### src/rtl/mhsa_pkg.sv
// Shared definitions for the MHSA host DMA: default widths and the job FSM encoding.
package mhsa_pkg;
  localparam int DATA_W_DEF = 64;
  localparam int ADDR_W_DEF = 32;

  typedef enum logic [2:0] {
    ST_IDLE  = 3'd0,
    ST_LOAD  = 3'd1,
    ST_KICK  = 3'd2,
    ST_WAIT  = 3'd3,
    ST_STORE = 3'd4
  } state_e;
endpackage

### src/rtl/mhsa_rd_skid.sv
// Two-entry valid/ready FIFO holding SRAM read returns until the result stream takes them.
module mhsa_rd_skid #(
  parameter int DATA_W = 64
) (
  input  logic              clk,
  input  logic              rst_n,
  input  logic              in_valid,
  output logic              in_ready,
  input  logic [DATA_W-1:0] in_data,
  output logic              out_valid,
  input  logic              out_ready,
  output logic [DATA_W-1:0] out_data,
  output logic [1:0]        count
);
  logic [DATA_W-1:0] e0_q, e0_d, e1_q, e1_d;
  logic [1:0]        cnt_q, cnt_d;
  logic              push_s, pop_s;

  // Entry 0 is always the head; a pop shifts entry 1 forward.
  always_comb begin
    in_ready  = (cnt_q != 2'd2);
    out_valid = (cnt_q != 2'd0);
    out_data  = e0_q;
    count     = cnt_q;
    push_s    = in_valid && in_ready;
    pop_s     = out_valid && out_ready;
    e0_d      = e0_q;
    e1_d      = e1_q;
    cnt_d     = cnt_q;
    case ({push_s, pop_s})
      2'b10: begin
        cnt_d = cnt_q + 2'd1;
        if (cnt_q == 2'd0) e0_d = in_data;
        else               e1_d = in_data;
      end
      2'b01: begin
        cnt_d = cnt_q - 2'd1;
        e0_d  = e1_q;
      end
      2'b11: begin
        if (cnt_q == 2'd1) begin
          e0_d = in_data;
        end else begin
          e0_d = e1_q;
          e1_d = in_data;
        end
      end
      default: cnt_d = cnt_q;
    endcase
  end

  always_ff @(posedge clk or negedge rst_n) begin
    if (!rst_n) begin
      e0_q  <= '0;
      e1_q  <= '0;
      cnt_q <= 2'd0;
    end else begin
      e0_q  <= e0_d;
      e1_q  <= e1_d;
      cnt_q <= cnt_d;
    end
  end
endmodule

### src/rtl/mhsa_host_dma.sv
// Host-side DMA for the MHSA accelerator: streams a job's input into SRAM, kicks the
// accelerator, waits for done, then streams the result region back out.
module mhsa_host_dma
  import mhsa_pkg::*;
#(
  parameter int DATA_W = DATA_W_DEF,
  parameter int ADDR_W = ADDR_W_DEF,
  parameter int LEN_W  = 16
) (
  input  logic              clk,
  input  logic              rst_n,
  input  logic              cmd_valid,
  output logic              cmd_ready,
  input  logic [ADDR_W-1:0] cmd_input_base,
  input  logic [ADDR_W-1:0] cmd_output_base,
  input  logic [LEN_W-1:0]  cmd_load_len,
  input  logic [LEN_W-1:0]  cmd_store_len,
  input  logic              in_valid,
  output logic              in_ready,
  input  logic [DATA_W-1:0] in_data,
  output logic              out_valid,
  input  logic              out_ready,
  output logic [DATA_W-1:0] out_data,
  output logic              out_last,
  output logic              soc_write_en,
  output logic [ADDR_W-1:0] soc_addr,
  output logic [DATA_W-1:0] soc_data_in,
  input  logic [DATA_W-1:0] soc_data_out,
  output logic              start,
  output logic [ADDR_W-1:0] input_base,
  output logic [ADDR_W-1:0] output_base,
  input  logic              done,
  output logic              busy
);
  state_e            state_q, state_d;
  logic [ADDR_W-1:0] in_base_q, in_base_d, out_base_q, out_base_d;
  logic [LEN_W-1:0]  load_len_q, load_len_d, store_len_q, store_len_d;
  logic [LEN_W-1:0]  wr_cnt_q, wr_cnt_d, rd_cnt_q, rd_cnt_d, out_cnt_q, out_cnt_d;
  logic              inflight_q, inflight_d;
  logic              skid_in_ready_s, skid_out_valid_s, pop_s, space_s;
  logic [1:0]        skid_cnt_s;

  mhsa_rd_skid #(.DATA_W(DATA_W)) u_rd_skid (
    .clk       (clk),
    .rst_n     (rst_n),
    .in_valid  (inflight_q),
    .in_ready  (skid_in_ready_s),
    .in_data   (soc_data_out),
    .out_valid (skid_out_valid_s),
    .out_ready (out_ready),
    .out_data  (out_data),
    .count     (skid_cnt_s)
  );

  assign busy        = (state_q != ST_IDLE);
  assign cmd_ready   = !busy;
  assign input_base  = in_base_q;
  assign output_base = out_base_q;
  assign out_valid   = skid_out_valid_s;
  assign out_last    = skid_out_valid_s && (out_cnt_q == store_len_q - LEN_W'(1));
  assign pop_s       = skid_out_valid_s && out_ready;
  // Reads in flight count against the buffer so a returning word always has a slot.
  assign space_s     = (({1'b0, skid_cnt_s} + {2'b00, inflight_q}) < (3'd2 + {2'b00, pop_s}))
                       && (skid_in_ready_s || pop_s);

  always_comb begin
    state_d      = state_q;
    in_base_d    = in_base_q;
    out_base_d   = out_base_q;
    load_len_d   = load_len_q;
    store_len_d  = store_len_q;
    wr_cnt_d     = wr_cnt_q;
    rd_cnt_d     = rd_cnt_q;
    out_cnt_d    = out_cnt_q;
    inflight_d   = 1'b0;
    in_ready     = 1'b0;
    soc_write_en = 1'b0;
    soc_data_in  = '0;
    soc_addr     = in_base_q + ADDR_W'(wr_cnt_q);
    start        = 1'b0;
    case (state_q)
      ST_IDLE: begin
        if (cmd_valid) begin
          in_base_d   = cmd_input_base;
          out_base_d  = cmd_output_base;
          load_len_d  = cmd_load_len;
          store_len_d = cmd_store_len;
          wr_cnt_d    = '0;
          rd_cnt_d    = '0;
          out_cnt_d   = '0;
          state_d     = (cmd_load_len == '0) ? ST_KICK : ST_LOAD;
        end else begin
          state_d = ST_IDLE;
        end
      end
      ST_LOAD: begin
        in_ready = 1'b1;
        if (in_valid) begin
          soc_write_en = 1'b1;
          soc_data_in  = in_data;
          wr_cnt_d     = wr_cnt_q + LEN_W'(1);
          state_d      = (wr_cnt_q == load_len_q - LEN_W'(1)) ? ST_KICK : ST_LOAD;
        end else begin
          state_d = ST_LOAD;
        end
      end
      ST_KICK: begin
        start   = 1'b1;
        state_d = ST_WAIT;
      end
      ST_WAIT: begin
        start = 1'b1;
        if (done) state_d = (store_len_q == '0) ? ST_IDLE : ST_STORE;
        else      state_d = ST_WAIT;
      end
      ST_STORE: begin
        soc_addr = out_base_q + ADDR_W'(rd_cnt_q);
        if ((rd_cnt_q != store_len_q) && space_s) begin
          inflight_d = 1'b1;
          rd_cnt_d   = rd_cnt_q + LEN_W'(1);
        end else begin
          inflight_d = 1'b0;
        end
        if (pop_s) begin
          out_cnt_d = out_cnt_q + LEN_W'(1);
          state_d   = out_last ? ST_IDLE : ST_STORE;
        end else begin
          state_d = ST_STORE;
        end
      end
      default: state_d = ST_IDLE;
    endcase
  end

  always_ff @(posedge clk or negedge rst_n) begin
    if (!rst_n) begin
      state_q     <= ST_IDLE;
      in_base_q   <= '0;
      out_base_q  <= '0;
      load_len_q  <= '0;
      store_len_q <= '0;
      wr_cnt_q    <= '0;
      rd_cnt_q    <= '0;
      out_cnt_q   <= '0;
      inflight_q  <= 1'b0;
    end else begin
      state_q     <= state_d;
      in_base_q   <= in_base_d;
      out_base_q  <= out_base_d;
      load_len_q  <= load_len_d;
      store_len_q <= store_len_d;
      wr_cnt_q    <= wr_cnt_d;
      rd_cnt_q    <= rd_cnt_d;
      out_cnt_q   <= out_cnt_d;
      inflight_q  <= inflight_d;
    end
  end
endmodule

### config.mk
export PLATFORM = sky130hd
export DESIGN_NAME = mhsa_host_dma
export DESIGN_NICKNAME = d
export VERILOG_FILES = /design/src/rtl/mhsa_pkg.sv /design/src/rtl/mhsa_rd_skid.sv /design/src/rtl/mhsa_host_dma.sv
export SDC_FILE = /design/constraint.sdc
export NUM_CORES = 1
export LEC_CHECK = 0
export CORE_ASPECT_RATIO = 0.6
export CORE_MARGIN = 4
export CORE_UTILIZATION = 44
export DETAILED_ROUTE_END_ITERATION = 10
export GPL_TIMING_DRIVEN = 0
export PLACE_DENSITY = 0.78
export SYNTH_ARGS = -nofsm -noshare
export SYNTH_HDL_FRONTEND = slang
export SYNTH_SLANG_ARGS = --single-unit
### constraint.sdc
create_clock -name clk -period 3.24 [get_ports clk]
set_input_delay 0.648 -clock clk [delete_from_list [all_inputs] [get_ports clk]]
set_output_delay 0.648 -clock clk [all_outputs]
set_load 0.02 [all_outputs]
==> metrics <==
Post-Layout Cell Count=2615; pin slew with the least headroom to its limit=between 1 and 1.5 ns; cell type group with the largest total delay on the critical path=compound AO/OA/AOI/OAI gates; register area share after synthesis=44.1%; kind of end point of the critical path=output pin; relative slew slack=16.3%; Comb pwr share=51.4%; crit-path most repeated cell=sky130_fd_sc_hd__buf_4; Final setup violation count=26; IO Port Bufs=460; synthesis-to-layout area growth=49.3%; Final Hold Slack=a little under 0.05 ns; r2r worst-path depth=7; share of total power in the clock network=about 19%; crit share post-route=127%; count of clock tree sinks=approximately 280; sequence of cells on the critical path=ha_4 > inv_2 > fa_2 > nand2b_4 > a21oi_4 > o211ai_1 > o311a_1 > buf_6 > buf_4 > a211oi_4 > xnor2_2 > mux2i_2 > buf_4; share of total power in sequential cells=30.1%; violations in the final reports=setup timing; Final WS setup=-0.876 ns; count of pins on the block boundary=461; Detail Route Antenna Nets=0; post-synthesis average cell area=10.0 µm²; Synth Register Bits=between 200 and 300; Peak Freq=around 0.24 GHz; via count=approximately 15000; overall die width=252 µm; clock latency reported for the late side of the worst-skew pair=0.56 ns; final weighted congestion in routability-driven placement=0.962; crit path buf inv count=4; initial antenna violation count=6; share of layout cells above drive strength 1=a little under a quarter; power density over the cells=between 800 and 900 nW/µm²; nets in the synthesized netlist=1851; routed wirelength normalized by instance count=between 20 and 25 µm; LEAKAGE=just over 10 nW; Inserted Clock Buffers=28; total non-filler cell area in the finished layout=23500 µm²; destination of the worst register-to-register timing path=store_len_q[4]; Std-Cell Core Area=35100 µm²; fill count=2673; effective utilization at floorplan=between 40% and 50%; half-perimeter wire length of the detailed placement result=about 47000 µm; internal power=around 11 mW; Max Slew Vio Count=0; number of warnings printed during yosys synthesis=0; clk buf depth=3; final-layout setup total negative slack=-14.90 ns; 1st-iter DRT viols=around 1500; Die Height=approximately 150 µm; total DRC errors in the routed layout=0; post-placement cell count=about 2500; instance count on the critical path=13; capture point of the critical path=soc_addr[18]; worst-case register-to-register setup slack=0.08 ns; router iterations before antenna repair=8; grt ovf=0; net switching power figure=around 8 mW; number of nets at the end of the flow=around 2400; Slowest Stage Delay on Critical Path=approximately 0.4 ns; Critical Path Source=rd_cnt_q[0]; Row Count=between 50 and 60; net switching fraction of the power=between 40% and 50%; Synth Instances=approximately 1600; Critical Path AT=3.47 ns; number of maximum-capacitance constraint violations=0; unrepaired setup endpoints after global routing=true; Tmin final=4.12 ns; post-synthesis cell area=~16000 µm²; EDFF count, synth=0; post-placement cell area=21100 µm²; Critical Path RT=about 2.6 ns; worst IR drop on VDD=around 630 µV; root buf cell=sky130_fd_sc_hd__clkbuf_16; Worst Setup Path Type=reg -> out; number of global-route vias before repair=~15000; clk_skew=between 0.015 and 0.02 ns; Global Route Usage Sum=a little under a third; crit path max fanout=5; endpoints failing hold=0; depth of the CTS H-tree=1; status=complete, but fails checks; Clk pin slew, worst setup/hold paths=around 0.07 ns; commonest non-fill, non-tap cell in the layout=sky130_fd_sc_hd__clkdlybuf4s50_1; die area=39000 µm²; library cell contributing the largest single delay on the critical path=sky130_fd_sc_hd__o311a_1; Via-to-Cell Ratio=a little under 6; Crit Reg-Reg Startpoint=state_q[2]; pin count of the biggest net entering global routing=between 100 and 150; highest-count cells in the layout ignoring fill and taps=sky130_fd_sc_hd__clkdlybuf4s50_1 (382), sky130_fd_sc_hd__dfrtp_1 (256), sky130_fd_sc_hd__mux2_2 (150); Pwr Total=between 15 and 20 mW; post-synth cell types=between 70 and 80; type of the tightest min-delay check=in -> async; total length of routed wires=62400 µm; most frequently used flop master after synthesis=sky130_fd_sc_hd__dfrtp_1; clock tree from TritonCTS=built; type of element launching the critical path=flip-flop; fraction of registers with async set or reset after synthesis=100%; wire length of the first global-routing pass=just over 90000 µm
flip-flops by register name, indices dropped and copies added, names as in the netlist:
| signal | cells |
|---|---|
| u_rd_skid.e1_q | 64 |
| u_rd_skid.out_data | 64 |
| input_base | 32 |
| output_base | 32 |
| load_len_q | 16 |
| out_cnt_q | 16 |
| rd_cnt_q | 16 |
| store_len_q | 16 |
| wr_cnt_q | 16 |
| state_q | 3 |
| u_rd_skid.count | 2 |
| inflight_q | 1 |
worst min path at each step:
stage                                   endpoint                    from  cells after the start
after floorplan                       inflight_q                   rst_n                      0
after global placement    u_rd_skid.out_data[63]  u_rd_skid.out_data[63]                      2
after detailed placement  u_rd_skid.out_data[29]  u_rd_skid.out_data[29]                      2
after CTS                         output_base[5]                   rst_n                      1
after global routing              output_base[4]                   rst_n                      1
final                            output_base[26]                   rst_n                      1
power by group through the flow:
stage | combinational [mW] | clock (mW) | sequential [mW]
3_3_place_gp | 8.49 | 0 | 5.60
6_report | 9.74 | 3.50 | 5.70
2_1_floorplan | 3.84 | 0 | 6.20
5_1_grt | 10.2 | 3.70 | 5.80
3_5_place_dp | 8.67 | 0 | 5.62
4_1_cts | 9.26 | 3.55 | 5.62
routing by layer:
metal  global-route usage, %  vias to the layer above  wire length (µm)
met2                    45.7                      706             28000
li1                        -                     6797                 -
met4                    8.14                        2              1920
met3                    8.82                      122              5680
met1                    43.5                     7667             26800
met5                       0                        -                11
worst reg2reg max path: stages (launching register included):
cell and delay [ns]:
sky130_fd_sc_hd__dfrtp_1 0.46, sky130_fd_sc_hd__or3_1 0.48, sky130_fd_sc_hd__inv_1 0.11, sky130_fd_sc_hd__and2_1 0.16
sky130_fd_sc_hd__clkbuf_1 0.21, sky130_fd_sc_hd__clkbuf_1 0.47, sky130_fd_sc_hd__clkbuf_1 0.72, sky130_fd_sc_hd__mux2_2 0.42
per-stage QoR:
stage               setup WS, ns  util [%]
finish                    -0.876      66.9
CTS                       -0.843      65.7
global route              -0.983      66.9
detailed placement        -0.965      60.1
floorplan                0.00865         -
global placement          -11.57      60.0
logic make-up after synthesis:
group	count (synthesis)	synth area share (%)
buffers and inverters	128	3.21
adders and majority gates	47	3.83
xor gates and xnor gates	139	7.72
muxes	166	11.7
DFF	278	44.1
and+or+nand+nor	497	16.4
AOI/OAI and AO/OA	319	13.0
final cells by class:
class                           count  area (µm²)  share of cell area, %
Timing Repair Buffer              518        5070                   21.6
Multi-Input combinational cell   1168        9310                   39.6
Tap cell                          467         584                   2.48
Inverter                           30         113                  0.479
Clock inverter                     13         158                  0.670
Buffer                             96         465                   1.98
Antenna cell                        6        15.0                 0.0638
Clock buffer                       39         833                   3.54
Sequential cell                   278        6980                   29.7
cell usage after synthesis, drive strengths merged (19+ instances only):
| master | number | area, µm² |
|---|---|---|
| a21oi | 44 | 224 |
| nand4 | 31 | 194 |
| a22oi | 65 | 488 |
| nor2 | 89 | 334 |
| xor2 | 68 | 596 |
| and3 | 83 | 519 |
| nand3 | 37 | 185 |
| xnor2 | 71 | 622 |
| clkbuf | 82 | 310 |
| mux2 | 150 | 1690 |
| nand2 | 145 | 544 |
| inv | 30 | 113 |
| nor3 | 19 | 105 |
| dfrtp | 278 | 6960 |
| o21ai | 116 | 581 |
| ha | 45 | 563 |
repair_timing:
| item | in CTS | in global routing |
|---|---|---|
| hold endpoints to repair | 0 | 0 |
| hold buffers | 0 | 0 |
| pin swaps | 47 | 64 |
| buffers inserted | 46 | 13 |
| endpoints found under the setup margin | 185 | 167 |
| resized for setup | 356 | 111 |
| cloned | 2 | 0 |
(Power assumes the default switching activity.)
